===== config.mk =====
export PLATFORM = sky130hd
export DESIGN_NAME = pipeline_hazard_ctrl
export DESIGN_NICKNAME = d
export VERILOG_FILES = /design/src/rtl/cpu_types_pkg.sv /design/src/rtl/load_use_detect.sv /design/src/rtl/pipeline_hazard_ctrl.sv
export SDC_FILE = /design/constraint.sdc
export NUM_CORES = 1
export LEC_CHECK = 0
export CORE_MARGIN = 1.5
export CORE_UTILIZATION = 32
export CTS_CLUSTER_DIAMETER = 50
export CTS_CLUSTER_SIZE = 10
export DETAILED_ROUTE_END_ITERATION = 10
export GPL_TIMING_DRIVEN = 0
export PLACE_DENSITY = 0.75
export SYNTH_ARGS = -nofsm -noshare
export SYNTH_HDL_FRONTEND = slang
export SYNTH_SLANG_ARGS = --single-unit

===== constraint.sdc =====
create_clock -name CLK -period 1.75 [get_ports CLK]
set_clock_uncertainty 0.15 [all_clocks]
set_input_delay 0.2625 -clock CLK [delete_from_list [all_inputs] [get_ports CLK]]
set_output_delay 0.2625 -clock CLK [all_outputs]
set_load 0.005 [all_outputs]

===== src/rtl/cpu_types_pkg.sv =====
`default_nettype none
// ============================================================================
// Module   : cpu_types_pkg
// Brief    : Shared types for the five-stage MIPS pipeline control logic.
//            Holds the register-index width and the hazard controller state.
// Revision : 1.0 - initial release
// ============================================================================
package cpu_types_pkg;

    // Width of an architectural register index
    localparam int unsigned c_REG_W = 5;

    // Hazard controller operating modes
    typedef enum logic [1:0] {
        RUN    = 2'd0,
        DRAIN  = 2'd1,
        HALTED = 2'd2
    } hazard_state_t;

endpackage
`default_nettype wire


===== src/rtl/load_use_detect.sv =====
`default_nettype none
// ============================================================================
// Module   : load_use_detect
// Brief    : Flags a load in EX whose destination is read by the ID
//            instruction. Register 0 never creates a dependency.
// Revision : 1.0 - initial release
// ============================================================================
module load_use_detect
    import cpu_types_pkg::*;
(
    input  logic               i_memtoReg_EX,
    input  logic [c_REG_W-1:0] i_final_wsel_EX,
    input  logic [c_REG_W-1:0] i_rs_ID,
    input  logic [c_REG_W-1:0] i_rt_ID,
    input  logic               i_uses_rt_ID,
    output logic               o_lu
);

    logic w_rs_match;
    logic w_rt_match;

    // Dependency on either source operand of the ID instruction
    always_comb begin
        w_rs_match = (i_final_wsel_EX == i_rs_ID);
        w_rt_match = i_uses_rt_ID & (i_final_wsel_EX == i_rt_ID);
        o_lu       = i_memtoReg_EX & (i_final_wsel_EX != '0) & (w_rs_match | w_rt_match);
    end

endmodule
`default_nettype wire


===== src/rtl/pipeline_hazard_ctrl.sv =====
`default_nettype none
// ============================================================================
// Module   : pipeline_hazard_ctrl
// Brief    : Central stall/flush controller for the five-stage pipeline.
//            Drives pc_en plus enable/flush of IF/ID, ID/EX, EX/MEM, MEM/WB
//            and drains the pipeline on halt before reporting halted.
//            Optional macro HAZARD_PERF_EN adds stall_cnt / flush_cnt.
// Revision : 1.0 - initial release
// ============================================================================
module pipeline_hazard_ctrl
    import cpu_types_pkg::*;
#(
    parameter int HALT_DRAIN = 2
)
(
    input  logic               CLK,
    input  logic               RST,
    input  logic               ihit,
    input  logic               dhit,
    input  logic               dmem_req_MEM,
    input  logic               memtoReg_EX,
    input  logic [c_REG_W-1:0] final_wsel_EX,
    input  logic [c_REG_W-1:0] rs_ID,
    input  logic [c_REG_W-1:0] rt_ID,
    input  logic               uses_rt_ID,
    input  logic               jump_ID,
    input  logic               branch_taken_EX,
    input  logic               halt_EX,
    output logic               pc_en,
    output logic               ifid_enable,
    output logic               ifid_flush,
    output logic               idex_enable,
    output logic               idex_flush,
    output logic               exmem_enable,
    output logic               exmem_flush,
    output logic               memwb_enable,
    output logic               memwb_flush,
    output logic               halt
`ifdef HAZARD_PERF_EN
    ,
    output logic [31:0]        stall_cnt,
    output logic [31:0]        flush_cnt
`endif
);

    // Last drain count value before entering HALTED
    localparam logic [1:0] c_DRAIN_LAST = 2'(HALT_DRAIN - 1);

    hazard_state_t r_state;
    logic [1:0]    r_dcnt;
    logic          r_halt;
    logic          w_mstall;
    logic          w_lu;

    assign w_mstall = dmem_req_MEM & ~dhit;
    assign halt     = r_halt;

    load_use_detect u_load_use_detect (
        .i_memtoReg_EX   (memtoReg_EX),
        .i_final_wsel_EX (final_wsel_EX),
        .i_rs_ID         (rs_ID),
        .i_rt_ID         (rt_ID),
        .i_uses_rt_ID    (uses_rt_ID),
        .o_lu            (w_lu)
    );

    // Latch controls: reset, halted and memory stall dominate, then redirects
    always_comb begin
        pc_en        = ihit;
        ifid_enable  = 1'b1;
        ifid_flush   = 1'b0;
        idex_enable  = 1'b1;
        idex_flush   = 1'b0;
        exmem_enable = 1'b1;
        exmem_flush  = 1'b0;
        memwb_enable = 1'b1;
        memwb_flush  = 1'b0;
        if (RST) begin
            pc_en        = 1'b0;
            ifid_enable  = 1'b0;
            ifid_flush   = 1'b1;
            idex_enable  = 1'b0;
            idex_flush   = 1'b1;
            exmem_enable = 1'b0;
            exmem_flush  = 1'b1;
            memwb_enable = 1'b0;
            memwb_flush  = 1'b1;
        end else if (r_state == HALTED) begin
            pc_en        = 1'b0;
            ifid_enable  = 1'b0;
            idex_enable  = 1'b0;
            exmem_enable = 1'b0;
            memwb_enable = 1'b0;
        end else if (w_mstall) begin
            // Freeze everything upstream of MEM; WB gets a bubble
            pc_en        = 1'b0;
            ifid_enable  = 1'b0;
            idex_enable  = 1'b0;
            exmem_enable = 1'b0;
            memwb_flush  = 1'b1;
        end else if (r_state == DRAIN) begin
            // Stop fetching and let older instructions retire
            pc_en        = 1'b0;
            ifid_flush   = 1'b1;
            idex_flush   = 1'b1;
        end else if (branch_taken_EX) begin
            pc_en        = 1'b1;
            ifid_flush   = 1'b1;
            idex_flush   = 1'b1;
        end else if (w_lu) begin
            // One bubble: hold PC and IF/ID, squash ID/EX
            pc_en        = 1'b0;
            ifid_enable  = 1'b0;
            idex_flush   = 1'b1;
        end else if (jump_ID || !ihit) begin
            ifid_flush   = 1'b1;
        end
    end

    // Halt sequencing: RUN -> DRAIN -> HALTED, left only via reset
    always_ff @(posedge CLK) begin
        if (RST) begin
            r_state <= RUN;
            r_dcnt  <= 2'd0;
            r_halt  <= 1'b0;
        end else begin
            case (r_state)
                RUN: begin
                    if (halt_EX && !w_mstall) begin
                        r_state <= DRAIN;
                        r_dcnt  <= 2'd0;
                    end
                end
                DRAIN: begin
                    if (!w_mstall) begin
                        r_dcnt <= r_dcnt + 2'd1;
                        if (r_dcnt == c_DRAIN_LAST) begin
                            r_state <= HALTED;
                            r_halt  <= 1'b1;
                        end
                    end
                end
                HALTED: begin
                    r_state <= HALTED;
                end
                default: begin
                    r_state <= RUN;
                    r_dcnt  <= 2'd0;
                    r_halt  <= 1'b0;
                end
            endcase
        end
    end

`ifdef HAZARD_PERF_EN
    logic [31:0] r_stall_cnt;
    logic [31:0] r_flush_cnt;

    assign stall_cnt = r_stall_cnt;
    assign flush_cnt = r_flush_cnt;

    // Performance counters advance only while running; wrap naturally
    always_ff @(posedge CLK) begin
        if (RST) begin
            r_stall_cnt <= 32'd0;
            r_flush_cnt <= 32'd0;
        end else if (r_state == RUN) begin
            if (w_mstall || w_lu || !ihit) begin
                r_stall_cnt <= r_stall_cnt + 32'd1;
            end
            if (branch_taken_EX || jump_ID) begin
                r_flush_cnt <= r_flush_cnt + 32'd1;
            end
        end
    end
`endif

endmodule
`default_nettype wire


==> summary.txt <==
Run status
  – Status: finished, violations left
  – Violated checks: design-rule violations, negative setup slack

STA
  – Max-slew headroom: 62.5%
  – Fin. max-slew vios: 0
  – Worst Hold Slack: 311 ps
  – RSZ-0062 raised after global routing: yes
  – Setup TNS: -1560 ps
  – Min Tclk post-route: 2190 ps
  – Final period util: 125%
  – Setup WS post-layout: -441 ps
  – Final Hold Vio Count: 0
  – Final setup fails: 7
  – Fmax: 456 MHz
  – Worst-margin pin slew: 563 ps

Synthesis
  – Xor and xnor fraction of the mapped netlist area: 15.8%
  – Main combinational cell family by area after synthesis: simple AND/OR/NAND/NOR gates
  – Syn Std Cell Area: 553 um2
  – Post-Synth Simple-Gate Area: 26.7%
  – Adder-Cell Fraction of Synth Area: 9.05%
  – Net Count, Synth: 102
  – Mux cell area share after synthesis: 0%
  – Cell variety after synth: 29
  – Sequential area share after synthesis: 18.1%
  – Post-synth ARST share: 0%
  – Syn avg cell area: 7.58 um2
  – Post-synthesis compound-gate area fraction: 22.6%
  – EDFF count, synth: 0
  – Synth Register Bits: 5
  – Mapped Cells: 73
  – Synth Flop Type: dfxtp_1
  – Synth Warn #: 0

Clock tree
  – CTS max path bufs: 2
  – CTS tree: yes
  – Inserted Clock Buffers: 3
  – Worst skew pair latency: 250 ps
  – Reg clk slew, reported paths: 40 ps
  – Hold buffers post-CTS: 0
  – Sink Count: 5
  – Root buffer cell: clkbuf_4
  – H-tree lvl count: 1

Die
  – Die Y: 44.6 um
  – # rows: 14
  – Top Ports: 35
  – Chip Width: 44.6 um
  – Die area: 0.00199 mm2
  – Placeable Area: 0.00156 mm2
  – Initial Util: 35.5%

Route
  – Number of DRC markers in iteration 0: 17
  – Via/cell ratio: 5.13
  – WL final: 1880 um
  – Drt pass-1 iters: 7
  – Vias: 703
  – Drt wl/cell: 13.7 um
  – DRC violations left: 2
  – ANT nets after route: 0

Final layout
  – Inserted Diodes: 0
  – Area growth, synth to finish: 103%
  – Fin nets: 151
  – Final Non-Filler Cells: 137
  – Final instance area: 0.00112 mm2
  – Layout cells sized above 1: 43.8%
  – Final cell utilization of the core: 72.2%

Placement
  – Dpl ws: -980 ps
  – Final Wtd Congestion: 0.772
  – HPWL after DPL: 1340 um
  – Placed Cells: 122
  – Post-DP Area: 938 um2
  – Port bufs: 33

Global route
  – Number of global-route vias before repair: 686
  – Global-route wire length before repair: 2870 um
  – GRT overflow: 0
  – Met3 GRT Util: 8.57%
  – Largest net degree at the start of global routing: 11
  – GRT Overall Usage: 20.4%
  – Met1 GRT Util: 19.1%
  – Initial antenna violation count: 0
  – Routing usage on met2: 38.0%
  – Most congested layer reported by global routing: met2

Hold path
  – Hold Startpoint: RST
  – Hold Path Class: in2reg

Critical path
  – CP max FO: 3
  – Endpoint class of the critical path: output port
  – Worst endpoint required time: 1340 ps
  – Worst-path cell chain: buf_6, ha_4, or2_4, or3b_4, a21oi_4, a21oi_2, buf_2
  – Startpoint types: register
  – CP arrival: 1780 ps
  – CP max stage delay: 390 ps
  – CP Launch Point: r_state[0]
  – Crit Path Class: reg2out
  – RR Startpoint: r_state[0]
  – Slowest CP cell: or3b_4

Pwr
  – Maximum VDD drop: 0.000880 V
  – Cell Pwr Density: 956 mW/mm2
  – Power, Total: 1.08 mW
  – Leakage: 0.471 nW

Flow run
  – Maxcap violations: 0
cell usage in the layout, fill, tap and decap left out, types with 3 or more instances in the layout:
cell              n
clkdlybuf4s50_1  16
buf_4            10
xnor2_1           8
buf_2             7
nor2_1            5
buf_6             5
nor3_1            4
o21ai_0           4
inv_2             3
a21oi_2           3
a21oi_1           3
clkbuf_4          3
dfxtp_1           3
dlygate4sd2_1     3
timing repair:
item | CTS | global route
endpoints found under the setup margin | 8 | 11
endpoints found under the hold margin | 0 | 0
setup buffers | 10 | 2
pin swaps | 10 | 7
resized for setup | 65 | 18
cell type report:
| type | instances | area [um2] |
|---|---|---|
| buffer | 4 | 30.0 |
| clock buffer | 4 | 26.3 |
| fill | 131 | 434 |
| inverter | 5 | 18.8 |
| multi-input combinational | 59 | 531 |
| sequential | 5 | 103 |
| tap | 16 | 20.0 |
| timing repair buffer | 44 | 397 |
synthesized netlist by cell type (2+ instances only):
library cell,n,area share (%)
xnor2_1,10,16
nor2_1,6,4.1
buf_4,2,2.7
nand2_1,2,1.4
inv_1,5,3.4
a21oi_1,7,6.3
dfxtp_1,5,18
or3b_2,2,3.2
ha_1,4,9.1
a21boi_0,2,2.7
or4b_1,2,3.6
o21ai_0,5,4.5
nor3_1,4,3.6
or3_1,2,2.3
critical path, delay by kind of cell (launching register included):
kind / cells / cell delay (ps)
buffers and inverters: 2 / 240
adders and majority gates: 1 / 160
and+or+nand+nor: 2 / 630
AOI/OAI and AO/OA: 2 / 180
DFF: 1 / 320
logic make-up (layout without fill, tap and decap cells):
| family | count (synthesis) | after routing |
|---|---|---|
| fa+ha+maj | 4 | 4 |
| flops | 5 | 5 |
| compound gates | 20 | 20 |
| simple gates | 25 | 25 |
| xor+xnor | 10 | 10 |
| buf+inv | 9 | 57 |
path summary, 6_finish.rpt:
check,to,slack [ps],depth (start not counted)
setup / recovery,ifid_flush,-440,7
hold reg to reg,r_dcnt[1],330,2
setup reg to reg,r_dcnt[0],-130,7
hold / removal,r_dcnt[0],310,2
layer usage:
layer	part of all wire (%)	vias to the layer above
li1	-	353
met2	58	12
met5	0	-
met1	38	333
met3	3.5	5
met4	1.1	0
sequential cells by signal (all words and copies together), names as in the netlist:
register / cells
r_state: 2
r_dcnt: 2
halt: 1
power breakdown:
group	total, mW	leakage (nW)	switching (mW)	internal (mW)
sequential	0.179	0.0415	0.0293	0.150
combinational	0.759	0.415	0.321	0.437
clock	0.138	0.0150	0.0516	0.0865
(Power assumes the default switching activity.)
